<file path="src/rtl/ccr_pkg.sv">
// ccr_pkg: shared definitions for the condition-code register and its consumers
// (ALU, decode, branch unit).
//   FLAG_Z/FLAG_N/FLAG_C : bit positions of the flags inside the CCR
//   br_cond_e            : jump condition encodings carried from decode
//   ccr_state_e          : interrupt-context state of the branch unit
package ccr_pkg;

  localparam int unsigned FLAG_Z = 0;
  localparam int unsigned FLAG_N = 1;
  localparam int unsigned FLAG_C = 2;

  typedef enum logic [1:0] {
    COND_JMP = 2'b00,
    COND_JZ  = 2'b01,
    COND_JN  = 2'b10,
    COND_JC  = 2'b11
  } br_cond_e;

  typedef enum logic {
    StNormal = 1'b0,
    StInInt  = 1'b1
  } ccr_state_e;

endpackage

</file>
<file path="src/rtl/ccr_cond_eval.sv">
// ccr_cond_eval: combinational jump-condition evaluator.
//   ccr      in  FLAG_W  registered condition codes
//   br_cond  in  2       jump condition (JMP/JZ/JN/JC)
//   take     out 1       condition satisfied
//   clr_mask out FLAG_W  flag to clear if the jump is taken
// Build option: BRANCH_FLAG_CLEAR_EN enables clearing the tested flag on a
// taken conditional jump; when undefined clr_mask is always zero.
module ccr_cond_eval #(
  parameter int unsigned FLAG_W = 3
) (
  input  logic [FLAG_W-1:0] ccr,
  input  logic [1:0]        br_cond,
  output logic              take,
  output logic [FLAG_W-1:0] clr_mask
);
  import ccr_pkg::*;

`ifdef BRANCH_FLAG_CLEAR_EN
  localparam bit ClrEn = 1'b1;
`else
  localparam bit ClrEn = 1'b0;
`endif

  // Only bits Z/N/C are ever tested; wider CCR bits are plain storage.
  always_comb begin
    take     = 1'b0;
    clr_mask = '0;
    unique case (br_cond)
      COND_JMP: take = 1'b1;
      COND_JZ: begin
        take             = ccr[FLAG_Z];
        clr_mask[FLAG_Z] = ClrEn;
      end
      COND_JN: begin
        take             = ccr[FLAG_N];
        clr_mask[FLAG_N] = ClrEn;
      end
      COND_JC: begin
        take             = ccr[FLAG_C];
        clr_mask[FLAG_C] = ClrEn;
      end
      default: take = 1'b0;
    endcase
  end

endmodule

</file>
<file path="src/rtl/ccr_branch_unit.sv">
// ccr_branch_unit: execute-stage CCR owner, jump resolver and interrupt
// CCR save/restore.
//   clk, rst_n          clock, asynchronous active-low reset
//   flag_in, flag_we    per-flag write data / enables from the ALU
//   br_en, br_cond      jump in execute and its condition
//   br_target           jump destination
//   int_req             level interrupt request, held until int_ack
//   rti                 return-from-interrupt in execute
//   ccr_out             registered CCR
//   br_taken, br_pc     one-cycle redirect pulse and address (br_pc holds)
//   flush               squash younger stages (same as br_taken)
//   int_ack             one-cycle pulse: CCR saved, interrupt accepted
//   in_int              high while in the interrupt context
// Build option: BRANCH_FLAG_CLEAR_EN (see ccr_cond_eval).
module ccr_branch_unit #(
  parameter int unsigned ADDR_W = 16,
  parameter int unsigned FLAG_W = 3
) (
  input  logic              clk,
  input  logic              rst_n,
  input  logic [FLAG_W-1:0] flag_in,
  input  logic [FLAG_W-1:0] flag_we,
  input  logic              br_en,
  input  logic [1:0]        br_cond,
  input  logic [ADDR_W-1:0] br_target,
  input  logic              int_req,
  input  logic              rti,
  output logic [FLAG_W-1:0] ccr_out,
  output logic              br_taken,
  output logic [ADDR_W-1:0] br_pc,
  output logic              flush,
  output logic              int_ack,
  output logic              in_int
);
  import ccr_pkg::*;

  logic [FLAG_W-1:0] ccr_q, ccr_d;
  logic [FLAG_W-1:0] shadow_q, shadow_d;
  ccr_state_e        state_q, state_d;
  logic              br_taken_q, br_taken_d;
  logic [ADDR_W-1:0] br_pc_q, br_pc_d;
  logic              int_ack_q, int_ack_d;

  logic              take;
  logic [FLAG_W-1:0] clr_mask;
  logic              squash;
  logic              br_fire;
  logic [FLAG_W-1:0] we_eff;
  logic [FLAG_W-1:0] clr_eff;
  logic [FLAG_W-1:0] ccr_wr;

  // Evaluated on the registered CCR, so same-cycle flag writes never affect it.
  ccr_cond_eval #(
    .FLAG_W(FLAG_W)
  ) u_cond_eval (
    .ccr     (ccr_q),
    .br_cond (br_cond),
    .take    (take),
    .clr_mask(clr_mask)
  );

  always_comb begin
    // The instruction behind a taken jump is squashed: drop its side effects.
    squash  = br_taken_q;
    br_fire = br_en & ~squash & take;
    we_eff  = squash ? '0 : flag_we;
    clr_eff = br_fire ? clr_mask : '0;
    // Clear applied after the write so it wins on the tested bit.
    ccr_wr  = ((ccr_q & ~we_eff) | (flag_in & we_eff)) & ~clr_eff;

    ccr_d      = ccr_wr;
    shadow_d   = shadow_q;
    state_d    = state_q;
    int_ack_d  = 1'b0;
    br_taken_d = br_fire;
    br_pc_d    = br_fire ? br_target : br_pc_q;

    unique case (state_q)
      StNormal: begin
        if (int_req) begin
          shadow_d  = ccr_wr;
          state_d   = StInInt;
          int_ack_d = 1'b1;
        end
      end
      StInInt: begin
        // Pending int_req is not seen here; it is re-accepted from StNormal.
        if (rti && !squash) begin
          ccr_d   = shadow_q;
          state_d = StNormal;
        end
      end
      default: state_d = StNormal;
    endcase
  end

  always_ff @(posedge clk or negedge rst_n) begin
    if (!rst_n) begin
      ccr_q      <= '0;
      shadow_q   <= '0;
      state_q    <= StNormal;
      br_taken_q <= 1'b0;
      br_pc_q    <= '0;
      int_ack_q  <= 1'b0;
    end else begin
      ccr_q      <= ccr_d;
      shadow_q   <= shadow_d;
      state_q    <= state_d;
      br_taken_q <= br_taken_d;
      br_pc_q    <= br_pc_d;
      int_ack_q  <= int_ack_d;
    end
  end

  assign ccr_out  = ccr_q;
  assign br_taken = br_taken_q;
  assign flush    = br_taken_q;
  assign br_pc    = br_pc_q;
  assign int_ack  = int_ack_q;
  assign in_int   = (state_q == StInInt);

endmodule

</file>
<file path="config.mk">
export PLATFORM = sky130hd
export DESIGN_NAME = ccr_branch_unit
export DESIGN_NICKNAME = d
export VERILOG_FILES = /design/src/rtl/ccr_pkg.sv /design/src/rtl/ccr_cond_eval.sv /design/src/rtl/ccr_branch_unit.sv
export SDC_FILE = /design/constraint.sdc
export NUM_CORES = 1
export LEC_CHECK = 0
export ABC_AREA = 1
export CORE_ASPECT_RATIO = 1.5
export CORE_MARGIN = 4
export CORE_UTILIZATION = 43
export CTS_BUF_LIST = sky130_fd_sc_hd__clkbuf_8 sky130_fd_sc_hd__clkbuf_16
export DETAILED_ROUTE_END_ITERATION = 16
export PLACE_DENSITY = 0.84
export SLEW_MARGIN = 20
export SYNTH_ARGS = -nofsm -noshare
export SYNTH_HDL_FRONTEND = slang
export SYNTH_SLANG_ARGS = --single-unit
</file>
<file path="constraint.sdc">
create_clock -name clk -period 2.65 [get_ports clk]
set_input_delay 0.53 -clock clk [delete_from_list [all_inputs] [get_ports clk]]
set_output_delay 0.53 -clock clk [all_outputs]
set_load 0.05 [all_outputs]
</file>
==> results.md <==
* Row count at 22
* Worst setup path category: reg2out
* Mapped Cells at 120
* CTS tree: done
* Leading post-synthesis cells by cell area: dfrtp_1 (57%), nand2_1 (17%), nand4_1 (9.2%)
* H-tree depth at 1
* Remaining DRCs at 0
* CP arrival at roughly 1600 ps
* Area delta synth->final at 51.26%
* Hold Buf Count CTS at 0
* Worst slew pin tran at approximately 510 ps
* Starting Density at 44.64%
* Post-Syn Area per Cell at roughly 9 um^2
* Die width at around 49 um
* Worst EP required at 2120 ps
* Synth top cells by count: nand2_1 (50), dfrtp_1 (25), nand4_1 (16)
* Max-Cap Viols at 0
* Fin Clk Skew at 5.516 ps
* Syn_nets at 149
* P_leak at about 0.8 nW
* #FFs+latches synth at 25
* WP buf/inv at 1
* Most frequent cell after synthesis: nand2_1
* Vias in the first global route at 1016
* ANT nets after route at 0
* Sequential area share after synthesis at between 50% and 60%
* Fmax at about 480 MHz
* DR iter-0 viols at 30
* Ys async rst share at 100.0%
* Synth Warn # at 0
* Int Pwr at just under 0.001 W
* Cts repair resizes at 0
* Die Area at between 0.003 and 0.004 mm^2
* Cell-by-cell trace of the critical path: clkdlybuf4s50_1
* Final nets at 201
* GP Congestion at between 0.7 and 0.8
* Global-route wire length before repair at 4471 um
* Status: finished clean
* Io pins at 52
* Slew headroom at between 60% and 70%
* Crit path max-delay family: buffers and inverters
* Crit path capture type: primary output
* Combinational power share at a little under three fifths
* Share of layout cells above drive strength 1 at under 10%
* Setup Viol. Count Final at 0
* Wire per inst at 13.91 um
* Final HPWL DP at 2071 um
* Final Hold Viols at 0
* Net Sw Power at 0.0009170 W
* Bufs on Longest Clock Path at 2
* Hold Path Class: reg2reg
* Gr usage total at ~17%
* Critical-path top delay cell: clkdlybuf4s50_1
* DR vias at slightly above 1000
* VDD IR max at around 0.58 mV
* Final min period at ~2100 ps
* Largest net degree at the start of global routing at 26
* Post-synth EDFFs at 0
* RSZ-0062 raised after global routing: no
* Initial antenna violation count at 0
* ANT cells at 0
* Startpoint Class: flip-flop
* Final Total Pwr at between 0.0015 and 0.002 W
* Count of different cell masters after synthesis at 14
* Port Buffer Count at 51
* Clock Sinks at 25
* PD cells at 1145 mW/mm^2
* Switching fraction of total power at around half
* Drt via density at 5.179
* Register clock-pin slew on the reported worst setup and hold paths at 80 ps
* Area leader, netlist: dfrtp_1
* Setup total negative slack at 0 ps
* Cells after DPL at roughly 190
* # Post-CTS Setup Buffers at 0
* Top FF cell, synth: dfrtp_1
* Worst Setup SP: br_taken
* FF-to-FF Start: br_taken
* GR Overflow Total at 0
* Core Box Area at 0.002450 mm^2
* Fin cells at between 150 and 200
* DRT Pass-1 Iters at 4
* Final wirelength at approximately 2700 um
* Crit Path Max Fanout at 4
* Clock power share at roughly 11%
* Seq pwr share at approximately a third
* CTS buffer count at 3
* Root Driver: clkbuf_8
* Top cell type's share of synthesized area at between 50% and 60%
* Period utilization at approximately 79%
* Hold_sp: br_pc[5]
* Worst-Skew Late Latency at between 200 and 300 ps
* Crit path largest cell delay at about 840 ps
* Chip height at about 70 um
* Max Transition Viols Final at 0
* Area of the mapped netlist at 0.001094 mm^2
[final timing paths]
path / endpoint / slack (ps) / depth (start not counted)
setup reg to reg: br_pc[6] / 1270 / 4
hold / removal: br_pc[5] / 470 / 2
setup / recovery: flush / 560 / 1
hold reg to reg: br_pc[5] / 470 / 2
min in group asynchronous: br_pc[7] / 610 / 2
max in group asynchronous: br_pc[5] / 1800 / 2
[kinds of logic after synthesis]
family                 share of synthesized area [%]
AND/OR/NAND/NOR                                32.49
AO/OA/AOI/OAI                                  4.119
buffers and inverters                          6.178
flip-flops                                     57.21
[state kept, by name, indices dropped and copies added (netlist names)]
signal,cells
br_pc,16
br_taken,1
ccr_out,3
in_int,1
int_ack,1
shadow_q,3
[per-layer routing]
metal / vias up / track usage [%] / part of all wire (%)
met1: 459 / 20.53 / 40
met2: 48 / 26.72 / 52
met4: 0 / 8.544 / 2.3
met3: 8 / 4.086 / 6.4
li1: 495 / - / -
met5: - / 0 / 0
[tightest hold or removal path: stages, from the launching register on]
cell     delay [ps]
dfrtp_1         350
nand2_1          50
nand2_1          40
[power by group through the flow]
stage	logic (W)	registers (W)	clock network (W)
after floorplan	0.000235	0.00108	0
after global placement	0.00104	0.000628	0
after detailed placement	0.00106	0.000633	0
after CTS	0.00106	0.000630	0.000219
after global routing	0.00112	0.000652	0.000237
final	0.00105	0.000630	0.000212
[placed cells by master, fill, tap and decap left out, drive strengths merged]
cell type      instances
buf                    1
clkbuf                 3
clkdlybuf4s50         51
clkinv                 1
dfrtp                 25
inv                    9
nand2                 51
nand3                  2
nand4                 16
nor2                   3
o21ai                  9
[stage by stage]
step | area (um^2) | utilization, % | hold WS (ps) | setup slack (ps)
after CTS | 1654 | 67.52 | 477.9 | 559.3
after global routing | 1654 | 67.52 | 509.3 | 494.0
after detailed placement | 1608 | 65.63 | 457.5 | 727.8
after global placement | 1608 | 65.63 | 456.4 | 786.1
after floorplan | 1094 | - | 234.4 | 1150
final | 1654 | 67.52 | 471.2 | 563.7
[layout make-up]
class / count / area (um^2)
Inverter: 9 / 33.78
Tap cell: 24 / 30.03
Clock buffer: 3 / 41.29
Timing Repair Buffer: 52 / 518.0
Clock inverter: 1 / 5.005
Multi-Input combinational cell: 81 / 400.4
Fill cell: 186 / 795.8
Sequential cell: 25 / 625.6
Note: power is estimated with default switching activity, not from simulation.
